--- src/rtl/led_pixel_fetch.sv ---
// Per-LED pixel fetch: accepts selector indices, reads frame RAM, emits GRB pixel words 2 edges later.
// Optional global brightness scaling with `LED_BRIGHTNESS_SCALE_EN`.
module led_pixel_fetch #(
  parameter int NUM_LEDS   = 150,
  parameter int ADDR_WIDTH = 8
) (
  input  logic                  led_clock,
  input  logic                  led_counter_reset,
  input  logic [ADDR_WIDTH-1:0] led_counter,
  input  logic                  index_valid,
  output logic [ADDR_WIDTH-1:0] ram_addr,
  input  logic [23:0]           ram_rdata,
`ifdef LED_BRIGHTNESS_SCALE_EN
  input  logic [7:0]            brightness,
`endif
  output logic [23:0]           pixel_data,
  output logic                  pixel_valid,
  output logic [ADDR_WIDTH-1:0] pixel_index,
  output logic                  frame_done,
  output logic [7:0]            pixel_count,
  output logic                  seq_error,
  output logic                  range_error
);

  localparam logic [ADDR_WIDTH-1:0] LAST_IDX = ADDR_WIDTH'(NUM_LEDS - 1);

  logic                  idx_seen;
  logic                  s0_valid;
  logic                  s1_valid;
  logic [ADDR_WIDTH-1:0] s1_index;
  logic [23:0]           s1_rgb;
  logic                  in_range;
  logic                  accept;
  logic                  seq_break;
  logic [23:0]           grb;

`ifdef LED_BRIGHTNESS_SCALE_EN
  logic [7:0] s1_bright;

  function automatic logic [7:0] scale(input logic [7:0] c, input logic [7:0] b);
    logic [16:0] p;
    p = {9'd0, c} * ({9'd0, b} + 17'd1);
    return 8'(p >> 8);
  endfunction
`endif

  // ram_addr only moves on accept, so it doubles as the last accepted index
  always_comb begin
    in_range  = (led_counter <= LAST_IDX);
    accept    = index_valid && in_range && (!idx_seen || (led_counter != ram_addr));
    seq_break = idx_seen && (led_counter != (ram_addr - ADDR_WIDTH'(1)));
  end

  always_ff @(posedge led_clock or posedge led_counter_reset) begin
    if (led_counter_reset) begin
      ram_addr    <= '0;
      s0_valid    <= 1'b0;
      idx_seen    <= 1'b0;
      seq_error   <= 1'b0;
      range_error <= 1'b0;
    end else begin
      s0_valid <= accept;
      if (accept) begin
        ram_addr <= led_counter;
        idx_seen <= 1'b1;
        if (seq_break) seq_error <= 1'b1;
      end
      if (index_valid && !in_range) range_error <= 1'b1;
    end
  end

  always_ff @(posedge led_clock or posedge led_counter_reset) begin
    if (led_counter_reset) begin
      s1_valid  <= 1'b0;
      s1_index  <= '0;
      s1_rgb    <= '0;
`ifdef LED_BRIGHTNESS_SCALE_EN
      s1_bright <= '0;
`endif
    end else begin
      s1_valid <= s0_valid;
      if (s0_valid) begin
        s1_index  <= ram_addr;
        s1_rgb    <= ram_rdata;
`ifdef LED_BRIGHTNESS_SCALE_EN
        s1_bright <= brightness;
`endif
      end
    end
  end

  always_comb begin
`ifdef LED_BRIGHTNESS_SCALE_EN
    grb = {scale(s1_rgb[15:8], s1_bright), scale(s1_rgb[23:16], s1_bright),
           scale(s1_rgb[7:0], s1_bright)};
`else
    grb = {s1_rgb[15:8], s1_rgb[23:16], s1_rgb[7:0]};
`endif
  end

  always_ff @(posedge led_clock or posedge led_counter_reset) begin
    if (led_counter_reset) begin
      pixel_data  <= '0;
      pixel_valid <= 1'b0;
      pixel_index <= '0;
      frame_done  <= 1'b0;
      pixel_count <= '0;
    end else begin
      pixel_valid <= s1_valid;
      frame_done  <= s1_valid && (s1_index == '0);
      if (s1_valid) begin
        pixel_data  <= grb;
        pixel_index <= s1_index;
        if (pixel_count != '1) pixel_count <= pixel_count + 8'd1;
      end
    end
  end

endmodule

--- config.mk ---
export PLATFORM = sky130hd
export DESIGN_NAME = led_pixel_fetch
export DESIGN_NICKNAME = d
export VERILOG_FILES = /design/src/rtl/led_pixel_fetch.sv
export SDC_FILE = /design/constraint.sdc
export NUM_CORES = 1
export LEC_CHECK = 0
export CAP_MARGIN = 15
export CORE_MARGIN = 4
export CORE_UTILIZATION = 49
export CTS_CLUSTER_SIZE = 25
export DETAILED_ROUTE_END_ITERATION = 10
export PLACE_DENSITY = 0.8
export SYNTH_ARGS = -nofsm -noshare
export SYNTH_HDL_FRONTEND = slang
export SYNTH_SLANG_ARGS = --single-unit
--- constraint.sdc ---
create_clock -name led_clock -period 3 [get_ports led_clock]
set_input_delay 0.3 -clock led_clock [delete_from_list [all_inputs] [get_ports led_clock]]
set_output_delay 0.3 -clock led_clock [all_outputs]
set_load 0.005 [all_outputs]
==> metrics.csv <==
metric,value,unit
status,"finished, final reports clean",
met2_usage,27.58,%
grt.total_usage,17.16,%
arrival,2.38,ns
met3_usage,2.735,%
start_util,51.46,%
clk_path_buf_depth,2,
p_total,3.426,mW
worst_slack,0.8435,ns
critPathMaxFanout,8,
ys_types,32,
fin_util,68.70,%
setup_viol,0,
totalWireLength,6.932,mm
dp_hpwl,5.006,mm
drt_iter0_drc,66,
rows,30,
crit_chain,xnor2_1 > nand4_1 > nor4_1 > a21o_1 > mux2_2,
vias,2212,
clock_skew,0.007675,ns
yosysWarnings,0,
fin_nets,377,
cts_tree,yes,
rsz0062_at_grt,no,
synth_area_leaders,"dfrtp_1 61%, mux2_2 21%, xnor2_1 3.2%, xor2_1 2.0%, mux2_1 1.6%",
globalplace.congestion,0.9071,
area_growth,33.51,%
n_antenna_cell,0,
clock-sinks,87,
postSynthCellCount,249,
antenna_found_initial,0,
drt-vias-per-instance,5.016,
worst_path_largest_cell_delay,0.47,ns
final_max_slew_viol_count,0,
grt_overflow,0,
drt_pass1_iterations,4,
synth_top_cell_by_area,dfrtp_1,
use_met1,22.90,%
port_buffers,86,
core_area,6944,µm²
cts_resized,0,
ir_drop,353.1,µV
holdBufCountCts,0,
cts_buffers,9,
tightest_slew,0.5456,ns
setup_tns,0,ns
ios,87,
clkTransAtPathRegs,0.08,ns
worst_setup_path_end_kind,flop,
synth-seq-area-share,60.92,%
period_needed,2.157,ns
synth_top_area_share,60.92,%
startpoint_type,flop,
synth_nets,286,
insertion_delay,0.34,ns
dieArea,8723,µm²
grt_pass1_wl,11.63,mm
die_w,93.40,µm
cp_data_required_time,3.22,ns
grt_max_degree,33,
clockRootBuffer,clkbuf_8,
busiest_layer,met2,
relSlewSlack,63.29,%
die_y,93.40,µm
post_drt_wl_per_cell,15.72,µm
max_cap_viol_count,0,
syn_avg_cell_area,14.35,µm²
grt_pass1_vias,2342,
final_antenna_net_count,0,
layout_commonest_cell,dfrtp_1,
hold_path_class,in -> async,
cts_setup_buffers,0,
rrSetupSlack,0.84,ns
leakage,1.991,nW
drive_gt1_share,26.67,%
timing.fmax,463.7,MHz
final_cell_mix,"87 x dfrtp_1, 86 x clkdlybuf4s50_1, 68 x mux2_2",
cts_max_level,3,
hold_viol,0,
syn-cell-area,3573,µm²
drc,0,
p_per_area,718.1,nW/µm²
period_share,71.88,%
crit_slowest_cell,dfrtp_1,
ys_ff_latch,87,
pre_cts_ws,0.6059,ns
worstSetupPathType,reg -> reg,
## worst max-delay path, delay by kind of cell, from the launching register on
kind / cells / cell delay [ns]
and+or+nand+nor: 2 / 0.47
DFF: 1 / 0.47
xor gates and xnor gates: 1 / 0.34
muxes: 1 / 0.38
AOI/OAI and AO/OA: 1 / 0.38
## synthesized netlist by cell type (all sizes together)
| master | count |
|---|---|
| a31oi | 1 |
| nor3 | 3 |
| and3 | 1 |
| nor4 | 5 |
| clkbuf | 2 |
| nor3b | 1 |
| mux2 | 73 |
| nand3 | 5 |
| a211oi | 1 |
| dfrtp | 87 |
| a21o | 3 |
| xnor2 | 13 |
| ha | 2 |
| xor2 | 9 |
| nand2 | 8 |
| and4 | 1 |
| nor4b | 1 |
| o31a | 1 |
| nand4 | 2 |
| buf | 9 |
| nor2 | 6 |
| a32o | 1 |
| a221o | 1 |
| o31ai | 1 |
| o21ai | 4 |
| inv | 8 |
## metal layers
metal | part of all wire (%) | vias up
li1 | - | 1047
met1 | 44 | 1101
met2 | 50 | 51
met3 | 3.7 | 13
met4 | 2.5 | 0
met5 | 0 | -
## power breakdown
part           switching (mW)  internal [mW]
logic                   0.280          0.601
clock network           0.388          0.513
registers               0.209           1.44
total                   0.877           2.55
## state kept, by name, indices dropped and copies added (netlist names)
signal       flops
s0_valid         1
s1_rgb          24
frame_done       1
s1_valid         1
pixel_count      8
ram_addr         8
seq_error        1
pixel_data      24
pixel_valid      1
s1_index         8
pixel_index      8
range_error      1
idx_seen         1
## kinds of logic after synthesis
group	Yosys count	synth area share [%]
AO/OA/AOI/OAI	13	2.731
multiplexers	73	23.00
flip-flops	87	60.92
XOR/XNOR	22	5.602
AND/OR/NAND/NOR	33	4.692
adder cells (fa/ha/maj)	2	0.7002
buffers and inverters	19	2.346
## final cells by class
cell class                      instances  area [µm²]
Fill cell                             519        2173
Sequential cell                        87        2177
Multi-Input combinational cell        143        1313
Inverter                                8       31.28
Clock buffer                           11       151.4
Clock inverter                          5       80.08
Tap cell                               96       120.1
Timing Repair Buffer                   91       898.4
## worst paths after layout
| check | to | depth (start not counted) | startpoint |
|---|---|---|---|
| setup reg to reg | ram_addr[6]$_DFFE_PP0P_ | 5 | ram_addr[3]$_DFFE_PP0P_ |
| max in group asynchronous | pixel_data[21]$_DFFE_PP0P_ | 3 | led_counter_reset |
| min in group led_clock | range_error$_DFFE_PP0P_ | 1 | range_error$_DFFE_PP0P_ |
| hold reg to reg | range_error$_DFFE_PP0P_ | 1 | range_error$_DFFE_PP0P_ |
| setup / recovery | ram_addr[6]$_DFFE_PP0P_ | 5 | ram_addr[3]$_DFFE_PP0P_ |
| hold / removal | pixel_data[5]$_DFFE_PP0P_ | 2 | led_counter_reset |
## through the flow
| step | hold slack (ns) | std cells | instance area (µm²) |
|---|---|---|---|
| 6_report | 0.3087 | 441 | 4771 |
| 5_1_grt | 0.3489 | 441 | 4771 |
| 4_1_cts | 0.3199 | 441 | 4771 |
| 3_5_place_dp | 0.4460 | 425 | 4539 |
| 3_3_place_gp | 0.4458 | 425 | 4539 |
| 2_1_floorplan | 0.3519 | 249 | 3573 |
No activity file was read; power rests on OpenSTA's default activity.
